`config.mk`:
```
export PLATFORM = sky130hd
export DESIGN_NAME = packer_frame_ctrl
export DESIGN_NICKNAME = d
export VERILOG_FILES = /design/src/rtl/packer_frame_ctrl.sv
export SDC_FILE = /design/constraint.sdc
export NUM_CORES = 1
export LEC_CHECK = 0
export BUFFER_PORTS_ARGS = -buffer_cell sky130_fd_sc_hd__buf_2
export CAP_MARGIN = 10
export CORE_ASPECT_RATIO = 1.75
export CORE_UTILIZATION = 25
export DETAILED_ROUTE_END_ITERATION = 12
export HOLD_SLACK_MARGIN = 0.12
export PLACE_DENSITY = 0.45
export SYNTH_ARGS = -nofsm -noshare
export SYNTH_HDL_FRONTEND = slang
export SYNTH_SLANG_ARGS = --single-unit
```
`constraint.sdc`:
```
create_clock -name clk -period 3.7 [get_ports clk]
set_clock_uncertainty 0.1 [all_clocks]
set_input_delay 0.555 -clock clk [delete_from_list [all_inputs] [get_ports clk]]
set_output_delay 0.555 -clock clk [all_outputs]
set_load 0.02 [all_outputs]
```
`src/rtl/packer_frame_ctrl.sv`:
```
// -----------------------------------------------------------------------------
// packer_frame_ctrl
//
// Frame-level sequencer between the traceback output and the 8-bit packer.
// For each accepted start it forwards frame_len payload bits to the packer,
// swallows TAIL_BITS trellis-termination bits, then injects zero pad bits until
// the packer sits on a byte boundary. While the packer holds an unaccepted
// byte (pk_stall) no bit is presented to it and payload input is held off.
//
// Ports:
//   clk        in   single clock, rising edge
//   rst        in   asynchronous active-high reset
//   start      in   frame start pulse, sampled only in IDLE
//   frame_len  in   payload bit count, captured on an accepted start
//   busy       out  high in every state except IDLE
//   done       out  one-cycle pulse after the last bit is handed to the packer
//   in_valid   in   upstream decoded bit valid
//   in_bit     in   upstream decoded bit
//   in_ready   out  upstream bit consumed when in_valid && in_ready
//   pk_valid   out  bit strobe to the packer
//   pk_bit     out  bit to the packer
//   pk_stall   in   packer byte pending; no bit is sent while high
// -----------------------------------------------------------------------------
module packer_frame_ctrl #(
  parameter int LEN_W     = 16,
  parameter int TAIL_BITS = 6
) (
  input  logic             clk,
  input  logic             rst,
  input  logic             start,
  input  logic [LEN_W-1:0] frame_len,
  output logic             busy,
  output logic             done,
  input  logic             in_valid,
  input  logic             in_bit,
  output logic             in_ready,
  output logic             pk_valid,
  output logic             pk_bit,
  input  logic             pk_stall
);

  typedef enum logic [2:0] {
    S_IDLE = 3'd0,
    S_RUN  = 3'd1,
    S_DROP = 3'd2,
    S_PAD  = 3'd3,
    S_DONE = 3'd4
  } state_t;

  localparam logic [7:0]       TAIL_INIT = 8'(TAIL_BITS);
  localparam logic [LEN_W-1:0] REM_ONE   = LEN_W'(1);

  state_t           state;
  state_t           state_nxt;
  logic [LEN_W-1:0] rem;
  logic [7:0]       tail;
  logic [2:0]       pos;
  logic [2:0]       pos_inc;
  logic             run_xfer;
  logic             pad_send;

  assign pos_inc  = pos + 3'd1;
  assign run_xfer = (state == S_RUN) && in_valid && !pk_stall;
  assign pad_send = (state == S_PAD) && !pk_stall;

  // Once the tail is exhausted, only pad if the packer is mid-byte.
  function automatic state_t tail_end(input logic [2:0] p);
    return (p == 3'd0) ? S_DONE : S_PAD;
  endfunction

  // Status outputs are pure decodes of the registered state.
  assign busy = (state != S_IDLE);
  assign done = (state == S_DONE);

  // Next-state decode and combinational handshake outputs.
  always_comb begin
    state_nxt = state;
    in_ready  = 1'b0;
    pk_valid  = 1'b0;
    pk_bit    = 1'b0;
    case (state)
      S_IDLE: begin
        if (start) begin
          if (frame_len != '0) begin
            state_nxt = S_RUN;
          end else if (TAIL_INIT != 8'd0) begin
            state_nxt = S_DROP;
          end else begin
            state_nxt = tail_end(pos);
          end
        end else begin
          state_nxt = S_IDLE;
        end
      end
      S_RUN: begin
        in_ready = !pk_stall;
        pk_valid = run_xfer;
        pk_bit   = in_bit;
        if (run_xfer && (rem == REM_ONE)) begin
          // With no tail the byte position after this bit decides pad vs done.
          state_nxt = (TAIL_INIT != 8'd0) ? S_DROP : tail_end(pos_inc);
        end else begin
          state_nxt = S_RUN;
        end
      end
      S_DROP: begin
        // Tail bits never reach the packer, so its stall is irrelevant here.
        in_ready = 1'b1;
        if (in_valid && (tail == 8'd1)) begin
          state_nxt = tail_end(pos);
        end else begin
          state_nxt = S_DROP;
        end
      end
      S_PAD: begin
        pk_valid = pad_send;
        pk_bit   = 1'b0;
        if (pad_send && (pos == 3'd7)) begin
          state_nxt = S_DONE;
        end else begin
          state_nxt = S_PAD;
        end
      end
      S_DONE: begin
        state_nxt = S_IDLE;
      end
      default: begin
        state_nxt = S_IDLE;
      end
    endcase
  end

  // State register and frame counters.
  always_ff @(posedge clk or posedge rst) begin
    if (rst) begin
      state <= S_IDLE;
      rem   <= '0;
      tail  <= 8'd0;
      pos   <= 3'd0;
    end else begin
      state <= state_nxt;
      case (state)
        S_IDLE: begin
          if (start) begin
            rem  <= frame_len;
            tail <= TAIL_INIT;
          end
        end
        S_RUN: begin
          if (run_xfer) begin
            rem <= rem - REM_ONE;
            pos <= pos_inc;
          end
        end
        S_DROP: begin
          if (in_valid) begin
            tail <= tail - 8'd1;
          end
        end
        S_PAD: begin
          if (pad_send) begin
            pos <= pos_inc;
          end
        end
        default: begin
          rem <= rem;
        end
      endcase
    end
  end

endmodule

```
==> summary.txt <==
DIE AREA - 8290 sq um
Commonest non-fill, non-tap cell in the layout - dfrtp_1
Placement Setup Slack - 1.35 ns
Routed len/inst - 16.5 um
Hold Buf Count CTS - 0
CTS buffer count - 5
Post-CTS Setup Inserts - 0
Initial core utilization - 26.0%
Syn Area/Cell - 8.87 sq um
Vias post-DR - 1738
Min Clock Period, post-route - 2.63 ns
Post-CTS resize count - 0
Fin. max-slew vios - 0
Syn nets - 252
Total GRT Usage - 14.9%
CTS tree - done
RSZ-0062 raised after global routing - false
Leakage - 0.955 nW
Final setup violation count - 0
Slew Limit Headroom - 46.5%
Number of fill cells - 787
Worst vdd ir - 0.000187 V
Placed Cells - 328
Metal3 WL - 144 um
Total gr overflow - 0
Top Layer Used - met4
Register area - 751 sq um
Met2 WL - 3110 um
Post-route ant nets - 0
FMAX - 0.380 GHz
Nets - 276
Post-Syn Instances - 223
IO Count - 27
Port bufs - 26
Hpwl dp - 4170 um
Maxcap violations - 0
Multi-input gate area in the final layout - 1130 sq um
Status - finished clean
Distinct cells, synth - 53
Die Span Y - 120 um
Clock-pin slew on the worst setup and hold paths - 0.05 ns
Post-synth EDFFs - 0
Crit end category - output pin
Syn Std Cell Area - 1980 sq um
DP Area - 2190 sq um
Main synth FF type - dfrtp_1
Non-filler instance count after layout - 334
Layout area overhead - 17.5%
DR pass1 iterations - 4
Max clock buf depth - 2
Die width - 69.2 um
DRC errors left - 0
Metal1 wirelength - 2080 um
Period utilization - 71.2%
Final hold vios - 0
Hold Path Class - primary input to asynchronous set/reset pin
Number of global-route vias before repair - 1855
Drt total wl - 5530 um
Row Count - 42
Final instance area - 2320 sq um
ANT cells - 0
Part of the Yosys area used for sequential elements - 38.0%
Final GP Congestion - 0.845
CP Max Fanout - 23
Share of cells above drive strength 1 - 17.9%
Vias per cell - 5.20
Pin count of the biggest net entering global routing - 31
Commonest non-fill, non-tap cells in the layout - 30 x dfrtp_1, 26 x buf_2, 19 x nand2_1, 18 x nor2_1, 15 x a21oi_1
First-pass GRT wire length - 9390 um
Critical path arrival - 1.98 ns
Worst endpoint required time - 3.04 ns
Reg2reg path depth - 4
Startpoint Class - flip-flop
Initial antenna violation count - 0
Worst-margin pin slew - 0.802 ns
Pwr dens - 551 nW/um^2
DR iter-0 viols - 76
Pwr Total - 1.28 mW
Total negative setup slack - 0 ns
CTS H-tree lvls - 2
Clock sink count - 30
Seq cells post-synth - 30
Final worst setup slack - 1.07 ns
Clock latency on the worst-skew pair - 0.28 ns
Core Box Area - 7620 sq um
Crit Path Category - flip-flop to output pin
FFs w/ async S/R, synth - 100%
Root Buffer - clkbuf_16
Synthesis Warnings - 0
[cell usage after synthesis, types with 2 or more instances]
master | number | area, sq um
nor4_1 | 9 | 56.3
a21oi_1 | 15 | 75.1
a22oi_1 | 4 | 30.0
a2bb2oi_1 | 2 | 17.5
and3b_1 | 2 | 17.5
ha_1 | 7 | 87.6
and3_1 | 2 | 12.5
o22a_1 | 4 | 35.0
nand3_1 | 5 | 25.0
or4_1 | 2 | 15.0
nand4b_1 | 3 | 26.3
clkbuf_1 | 4 | 15.0
nor4_4 | 2 | 42.5
o21ai_0 | 4 | 20.0
nor3_1 | 8 | 40.0
buf_2 | 8 | 40.0
nor2_1 | 18 | 67.6
nand2b_1 | 2 | 12.5
nand2_1 | 19 | 71.3
o21ai_1 | 9 | 45.0
o21a_2 | 2 | 17.5
nor3b_1 | 2 | 15.0
and2_1 | 2 | 12.5
o211ai_1 | 3 | 22.5
o22ai_1 | 4 | 25.0
xor2_1 | 5 | 43.8
dfrtp_1 | 30 | 751
nor2b_1 | 2 | 12.5
a311oi_1 | 2 | 17.5
inv_1 | 11 | 41.3
nand4_1 | 9 | 56.3
[power by group]
group	switching, mW	internal [mW]	total (mW)
registers	0.107	0.411	0.518
clock network	0.133	0.259	0.391
logic	0.209	0.162	0.371
[final timing paths]
kind | startpoint | end | slack [ns]
max | state[0]$_DFF_PP0_ | in_ready | 1.07
min | rst | rem[11]$_DFFE_PP0P_ | 0.26
max reg2reg | state[0]$_DFF_PP0_ | state[0]$_DFF_PP0_ | 1.52
min reg2reg | pos[2]$_DFFE_PP0P_ | pos[2]$_DFFE_PP0P_ | 0.43
max in group asynchronous | rst | pos[2]$_DFFE_PP0P_ | 2.93
min in group clk | pos[2]$_DFFE_PP0P_ | pos[2]$_DFFE_PP0P_ | 0.43
[cell type report]
class                   count  area share [%]
multi-input cells         170            48.7
clock buffers               6            5.97
inverters                  11            1.78
well taps                  88            4.74
repair buffers             29            6.57
flip-flops and latches     30            32.3
[state kept, by name (all words and copies together), names as in the netlist]
name   count
pos        3
rem       16
state      3
tail       8
[through the flow]
| stage | utilization (%) | hold WS, ns |
|---|---|---|
| 2_1_floorplan | - | 0.388 |
| 3_3_place_gp | 28.7 | 0.425 |
| 3_5_place_dp | 28.7 | 0.428 |
| 4_1_cts | 30.5 | 0.282 |
| 5_1_grt | 30.5 | 0.299 |
| 6_report | 30.5 | 0.257 |
[critical path, stage by stage, from the launching register on]
cell and delay (ns):
dfrtp_1 0.53, or3b_1 0.73, o21bai_1 0.25, buf_2 0.19
[cell families (layout without fill, tap and decap cells)]
family,Yosys count,count (layout),synth area share (%)
simple gates,96,96,29.2
compound gates,58,58,19.2
flops,30,30,38.0
buf+inv,23,46,4.87
fa+ha+maj,7,7,4.43
xor+xnor,6,6,2.66
mux,3,3,1.64
[layer usage]
layer / track usage, % / vias up
li1: - / 881
met1: 15.4 / 819
met2: 27.3 / 26
met3: 2.69 / 12
met4: 8.67 / 0
met5: 0 / -
Note: power is estimated with default switching activity, not from simulation.
